--- config.mk ---
export PLATFORM = sky130hd
export DESIGN_NAME = pc_sequencer
export DESIGN_NICKNAME = d
export VERILOG_FILES = /design/src/rtl/pc_sequencer.sv
export SDC_FILE = /design/constraint.sdc
export NUM_CORES = 1
export LEC_CHECK = 0
export CELL_PAD_IN_SITES_DETAIL_PLACEMENT = 0
export CELL_PAD_IN_SITES_GLOBAL_PLACEMENT = 1
export CORE_MARGIN = 2
export CORE_UTILIZATION = 37
export DETAILED_ROUTE_END_ITERATION = 8
export DONT_BUFFER_PORTS = 1
export PLACE_DENSITY = 0.64
export SYNTH_ARGS = -nofsm -noshare
export SYNTH_HDL_FRONTEND = slang
export SYNTH_SLANG_ARGS = --single-unit
export TNS_END_PERCENT = 1
--- constraint.sdc ---
create_clock -name clk -period 2.2 [get_ports clk]
set_input_delay 0.22 -clock clk [delete_from_list [all_inputs] [get_ports clk]]
set_output_delay 0.22 -clock clk [all_outputs]
set_load 0.005 [all_outputs]
--- src/rtl/pc_sequencer.sv ---
// Fetch sequencer: steers the program counter, issues instruction-memory fetches
// and buffers {pc, instruction} pairs in a small FIFO for decode.
module pc_sequencer #(
  parameter int FIFO_DEPTH = 2,
  parameter int ADDR_W     = 32
) (
  input  logic              clk,
  input  logic              rst_n,
  input  logic [ADDR_W-1:0] pc_address,
  output logic [1:0]        pc_op,
  output logic [ADDR_W-1:0] pc_target,
  output logic              imem_req,
  output logic [ADDR_W-1:0] imem_addr,
  input  logic              imem_ack,
  input  logic [ADDR_W-1:0] imem_rdata,
  input  logic              redirect_valid,
  input  logic [ADDR_W-1:0] redirect_target,
  output logic              inst_valid,
  input  logic              inst_ready,
  output logic [ADDR_W-1:0] inst_data,
  output logic [ADDR_W-1:0] inst_pc
);

  localparam int PTR_W = (FIFO_DEPTH > 1) ? $clog2(FIFO_DEPTH) : 1;
  localparam int CNT_W = $clog2(FIFO_DEPTH + 1);

  localparam logic [1:0] OP_INC  = 2'b00;
  localparam logic [1:0] OP_LOAD = 2'b01;
  localparam logic [1:0] OP_HOLD = 2'b10;
  localparam logic [1:0] OP_CLR  = 2'b11;

  typedef enum logic [1:0] {S_INIT, S_FETCH, S_DISCARD} state_t;

  typedef struct packed {
    logic [ADDR_W-1:0] pc;
    logic [ADDR_W-1:0] inst;
  } entry_t;

  state_t             state, state_nxt;
  entry_t             mem [FIFO_DEPTH];
  logic [PTR_W-1:0]   wr_ptr, rd_ptr;
  logic [CNT_W-1:0]   count;
  logic               not_full, push, pop, flush;

  assign not_full   = count < CNT_W'(FIFO_DEPTH);
  assign imem_addr  = pc_address;
  assign inst_valid = count != '0;
  assign inst_pc    = mem[rd_ptr].pc;
  assign inst_data  = mem[rd_ptr].inst;
  // A redirect empties the FIFO, so a coincident pop must not also move rd_ptr.
  assign pop        = inst_valid && inst_ready && !flush;

  always_ff @(posedge clk or negedge rst_n) begin
    if (!rst_n) state <= S_INIT;
    else        state <= state_nxt;
  end

  always_comb begin
    state_nxt = state;
    pc_op     = OP_HOLD;
    pc_target = '0;
    imem_req  = 1'b0;
    push      = 1'b0;
    flush     = 1'b0;
    case (state)
      S_INIT: begin
        state_nxt = S_FETCH;
        // rst_n gate keeps pc_op/pc_target at their reset values while held in reset
        if (redirect_valid && rst_n) begin
          pc_op     = OP_LOAD;
          pc_target = redirect_target;
          flush     = 1'b1;
        end else begin
          pc_op = OP_CLR;
        end
      end
      S_FETCH: begin
        imem_req = not_full;
        if (redirect_valid) begin
          pc_op     = OP_LOAD;
          pc_target = redirect_target;
          flush     = 1'b1;
          if (imem_req && !imem_ack) state_nxt = S_DISCARD;
        end else if (imem_req && imem_ack) begin
          push  = 1'b1;
          pc_op = OP_INC;
        end
      end
      S_DISCARD: begin
        // The request stays up at the new PC; whatever returns belongs to the old one.
        imem_req = 1'b1;
        if (redirect_valid) begin
          pc_op     = OP_LOAD;
          pc_target = redirect_target;
          flush     = 1'b1;
        end
        if (imem_ack) state_nxt = S_FETCH;
      end
      default: state_nxt = S_INIT;
    endcase
  end

  always_ff @(posedge clk or negedge rst_n) begin
    if (!rst_n) begin
      wr_ptr <= '0;
      rd_ptr <= '0;
      count  <= '0;
      for (int i = 0; i < FIFO_DEPTH; i++) mem[i] <= '0;
    end else if (flush) begin
      wr_ptr <= '0;
      rd_ptr <= '0;
      count  <= '0;
    end else begin
      if (push) begin
        mem[wr_ptr] <= '{pc: pc_address, inst: imem_rdata};
        wr_ptr      <= wr_ptr + 1'b1;
      end
      if (pop) rd_ptr <= rd_ptr + 1'b1;
      case ({push, pop})
        2'b10:   count <= count + 1'b1;
        2'b01:   count <= count - 1'b1;
        default: count <= count;
      endcase
    end
  end

endmodule

# Word level (Yosys, flattened, before mapping)
# Cells that the tools add are included.
[classes]
add_sub_neg = 4
order_cmp = 4
n_eq_ne = 7
mux = 31
bitwise = 3
n_reduce_logical = 16
[ops]
columns = ["op", "n"]
rows = [
  ["$mux 64", 4],
  ["$bwmux 128", 1],
  ["$demux 64 s1", 1],
  ["$mux 32", 2],
  ["$pmux 32 s2", 1],
  ["$mux 2", 8],
  ["$pmux 2 s3", 2],
  ["$mux 1", 9],
  ["$logic_and 1x1->1", 6],
  ["$ne 2x2->1 const B", 3],
  ["$reduce_bool 2->1", 3],
  ["$eq 2x1->1 const B", 2],
  ["$eq 2x2->1 const B", 2],
  ["$ge 2x2->1 const B", 2],
  ["$not 1->2", 2],
  ["$pmux 1 s2", 2],
  ["$pmux 2 s2", 1],
  ["$reduce_and 3->1", 1],
  ["$reduce_bool 3->1", 1],
  ["$add 1x1->1 const B", 2],
  ["$add 2x1->2 const B", 1],
  ["$logic_not 1->1", 2],
  ["$logic_not 2->1", 1],
  ["$lt 2x1->1 const B", 1],
  ["other kinds (5)", 5],
]
[totals]
reg_bits = 134
in_bits = 101
output_inout_bits = 132
word_cells = 73

# Logic depth before layout (Yosys ltp)
[depth]
word_depth = 8
mapped_depth = 7
ltp_nobuf = 5

# Worst setup path after synthesis
# Ideal clock, no wire load.
[synth_path]
kind = "flip-flop to flip-flop"
from = "register state[1]"
to = "register mem[108] (netlist bit)"
setup_time_ps = 125
arrival_time_ps = 1631
required_ps = 2075
setup_slack_ps = 444
stages_incl_launch_ff = 8
path_buffers = 2
synth_period_minus_slack_ps = 1756
cell_sequence = "dfrtp_1 > inv_1 > ha_1 > nand4bb_1 > nor2_1 > buf_6 > buf_6 > mux2_2"
[synth_between]
elab_chain_cells = 5
elab_cells_between_ends = 8
cone_classes = "eq/ne (2); mux (2); bitwise (1); reduce/logical (3)"
[synth_rtl]
columns = ["item", "line_no", "rtl"]
rows = [
  ["from (decl)", "39", "state_t state, state_nxt;"],
  ["from (signal assigned)", "55", "else state <= state_nxt;"],
  ["$eq 2x2->1 or $eq 2x1->1 (tied branches)", "65", "case (state)"],
  ["$reduce_or 2->1 (no line)", "n/a", ""],
  ["$pmux 1 s2", "65", ""],
  ["$not 1->1 (no line)", "n/a", ""],
  ["$reduce_and 2->1 (no line) *", "n/a", ""],
  ["to (signal, indexed assignment)", "115", "mem[wr_ptr] <= '{pc: pc_address, inst: imem_rdata};"],
  ["to (decl)", "40", "entry_t mem [FIFO_DEPTH];"],
]
# Mark *: on every way between the ends. The rest lies on a longest branch, timed or not.
# A chain may end at the register's enable or synchronous reset.

# Worst setup path in the final report
[layout_path]
from = "register state[1]"
to = "output pc_target[25]"
[layout_between]
elab_chain_cells = 3
elab_cells_between_ends = 5
cone_classes = "eq/ne (2); mux (1); reduce/logical (2)"
[layout_rtl]
columns = ["item", "line_no", "rtl"]
rows = [
  ["$eq 2x2->1 or $eq 2x1->1 (tied branches)", "65", ""],
  ["$reduce_or 2->1 (no line)", "n/a", ""],
  ["$pmux 32 s2 *", "65", ""],
  ["to (decl)", "11", "output logic [ADDR_W-1:0] pc_target,"],
]
# Marks and branches as above.

==> results.yml <==
layout:
  nets: 604
  diodes: 0
  fin_cells: 739
  post-route-util_pct: 44.2
  area_delta_synth_final_pct: 17.5
  n_fill_cell: 1623
  drive_gt1_share_pct: 45.1
route:
  vias: 3673
  drcViolationCount: 0
  routedWlPerCell_um: 18.2
  vias_per_cell: 4.97
  drt-total-wl_um: 13400
  first_pass_iters: 4
  drtIter0Drc: 97
  drtAntennaViolNets: 0
critical_path:
  critPathTopFamily: "flip-flops"
  crit_end: "pc_target[25]"
  r2r_start: "state[1]"
  reg2reg_depth: 6
  path_buf_inv: 2
  required_ps: 1980
  crit_chain: "inv_1, ha_1, a21oi_1, nor3_2, buf_6, and2_1"
  crit_arrival_ps: 1850
  end_kind: "primary output"
  r2r_slack_ps: 210
  start_kind: "flop"
  cp_num_cells: 6
  crit_fanout: 25
  critPathLaunch: "state[1]"
  worstReg2RegEnd: "mem[102]"
  crit_path_top_delay_cell: "dfrtp_1"
  criticalPathCategory: "flop to primary output"
  max_stage_delay_ps: 410
timing:
  hold_viol: 134
  maxSlewViolCount: 0
  finalSetupTns_ps: 0
  fin_ws_ps: 131
  period_share_pct: 94.0
  max_freq_mhz: 483
  worst_slew_pin_slew_ps: 391
  finalClockSkew_ps: 7.26
  rsz0062_at_grt: "no"
  slew_headroom_pct: 73.9
  period_needed_ps: 2070
  setup_viol: 0
  holdWs_ps: -501
grt:
  grt_pass1_wl_um: 22200
  grt_max_degree: 137
  grt-ovfl-total: 0
  grt_pass1_vias: 4093
  antenna_found_initial: 0
  track_usage_pct: 14.4
cts:
  cts-root-buf: "clkbuf_16"
  insertion_delay_ps: 420
  cts_inserted_buffers: 17
  ctsHoldBuffers: 65
  cts_tree: "yes"
  cts_sinks: 134
  htreeDepth: 4
  cts.clk_slew.worst_paths_ps: 70
  clockBufferDepth: 2
logic_synthesis:
  netlist_area_mm2: 0.00675
  syn_inst: 457
  yosys_warnings: 0
  postSynth.asyncResetShare_pct: 100
  synth_seq_cells: 134
  synth_cell_types: 32
  synth_ff_type: "dfrtp_1"
  ys_seq_area_share_pct: 49.7
  syn_area_per_cell_um2: 14.8
  syn-num-nets: 564
  synth-edff-count: 0
floorplanning:
  die_w_um: 139
  start_util_pct: 37.6
  core-area_mm2: 0.0180
  die_h_um: 139
  die_area_mm2: 0.0193
  num_io_pins: 233
  rows: 49
placed_design:
  place_ws_ps: 204
  dp_cells: 640
  gp_congestion: 0.757
  hpwl_um: 8330
  port_buffers: 0
power:
  peakVddDrop_mv: 0.653
  p_leak_nw: 3.63
  power_density_mw_per_mm2: 1330
  p_total_mw: 10.5
job:
  drv_cap: 0
status:
  status: "complete, but fails checks"
  violations: "hold timing"
worst_hold_path:
  hold_class: "primary input to async pin"
## cell usage after synthesis (3+ instances only)
| cell type | n | area share [%] |
|---|---|---|
| buf_12 | 6 | 1.8 |
| and2_1 | 32 | 3.0 |
| mux2_4 | 60 | 13 |
| buf_2 | 6 | 0.44 |
| clkbuf_1 | 5 | 0.28 |
| nor2_1 | 4 | 0.22 |
| mux2_1 | 14 | 2.3 |
| mux2_2 | 120 | 20 |
| dfrtp_1 | 134 | 50 |
| buf_6 | 6 | 1.0 |
| ha_1 | 6 | 1.1 |
| buf_4 | 32 | 3.6 |
| a21oi_1 | 5 | 0.37 |
| o21ai_0 | 3 | 0.22 |
| inv_1 | 5 | 0.28 |
## layout by cell type, fill, tap and decap left out, drive strengths merged
cell type,netlist,routed
mux2,194,194
dfrtp,134,134
dlygate4sd3,0,65
and2,32,32
clkbuf,5,17
inv,5,13
buf,50,11
ha,6,6
a21oi,5,5
clkinv,0,5
nor2,4,4
o21ai,3,3
nand2b,2,2
nand3,2,2
clkinvlp,0,2
nand2,2,2
nor3,1,1
and2b,1,1
o21a,1,1
a311o,1,1
or2,1,1
and4bb,1,1
a211oi,1,1
nand4bb,1,1
nor4bb,1,1
or3b,1,1
nor2b,1,1
o21bai,1,1
xor2,1,1
## what timing repair did
| item | in CTS | in global routing |
|---|---|---|
| buffers inserted | 0 | 2 |
| hold endpoints to repair | 263 | 134 |
| gates resized for setup | 0 | 2 |
| endpoints found under the setup margin | 0 | 32 |
## final cells by class
| type | count | area [µm²] | share of cell area [%] |
|---|---|---|---|
| Inverter | 5 | 18.8 | 0.236 |
| Timing Repair Buffer | 76 | 800 | 10.1 |
| Multi-Input combinational cell | 263 | 2910 | 36.7 |
| Tap cell | 229 | 287 | 3.61 |
| Sequential cell | 134 | 3360 | 42.3 |
| Clock inverter | 15 | 139 | 1.75 |
| Clock buffer | 17 | 425 | 5.36 |
## where the power goes
part | internal (mW) | total (mW) | leakage [nW] | switching, mW
combinational | 2.21 | 3.57 | 1.69 | 1.35
clock | 1.49 | 2.70 | 0.273 | 1.20
sequential | 3.65 | 4.26 | 1.67 | 0.613
total | 7.35 | 10.5 | 3.63 | 3.17
## cells by family (layout without fill, tap and decap cells)
kind of cell / after synthesis / in the layout / synth area share [%]
AOI/OAI and AO/OA: 12 / 12 / 1.07
xor gates and xnor gates: 1 / 1 / 0.130
adders and majority gates: 6 / 6 / 1.11
DFF: 134 / 134 / 49.7
muxes: 194 / 194 / 35.7
and+or+nand+nor: 50 / 50 / 5.00
buffers and inverters: 60 / 113 / 7.34
## registers in the layout (all words and copies together) (netlist names)
name    cells
rd_ptr      1
count       2
state       2
mem       128
wr_ptr      1
## routing by layer
layer  wire, µm  up-vias  GRT usage [%]
met5          0        -              0
met4        220        0           5.53
met3        681       13           4.66
met2       6940      104           24.2
met1       5610     1908           17.3
li1           -     1648              -
## worst min path at each step
stage | endpoint | slack [ps] | cells after the start
6_report | mem[99] | -500 | 0
5_1_grt | mem[50] | -530 | 0
4_1_cts | mem[103] | -530 | 0
3_5_place_dp | mem[35] | -70 | 0
3_3_place_gp | mem[39] | -70 | 0
2_1_floorplan | count[0] | -80 | 0
## stage by stage
stage	cell area [µm²]	hold WS, ps
after floorplan	6750	-75.6
after global placement	6700	-72.6
after detailed placement	6700	-72.2
after CTS	7920	-529
after global routing	7940	-530
final	7940	-501
(Power assumes the default switching activity.)
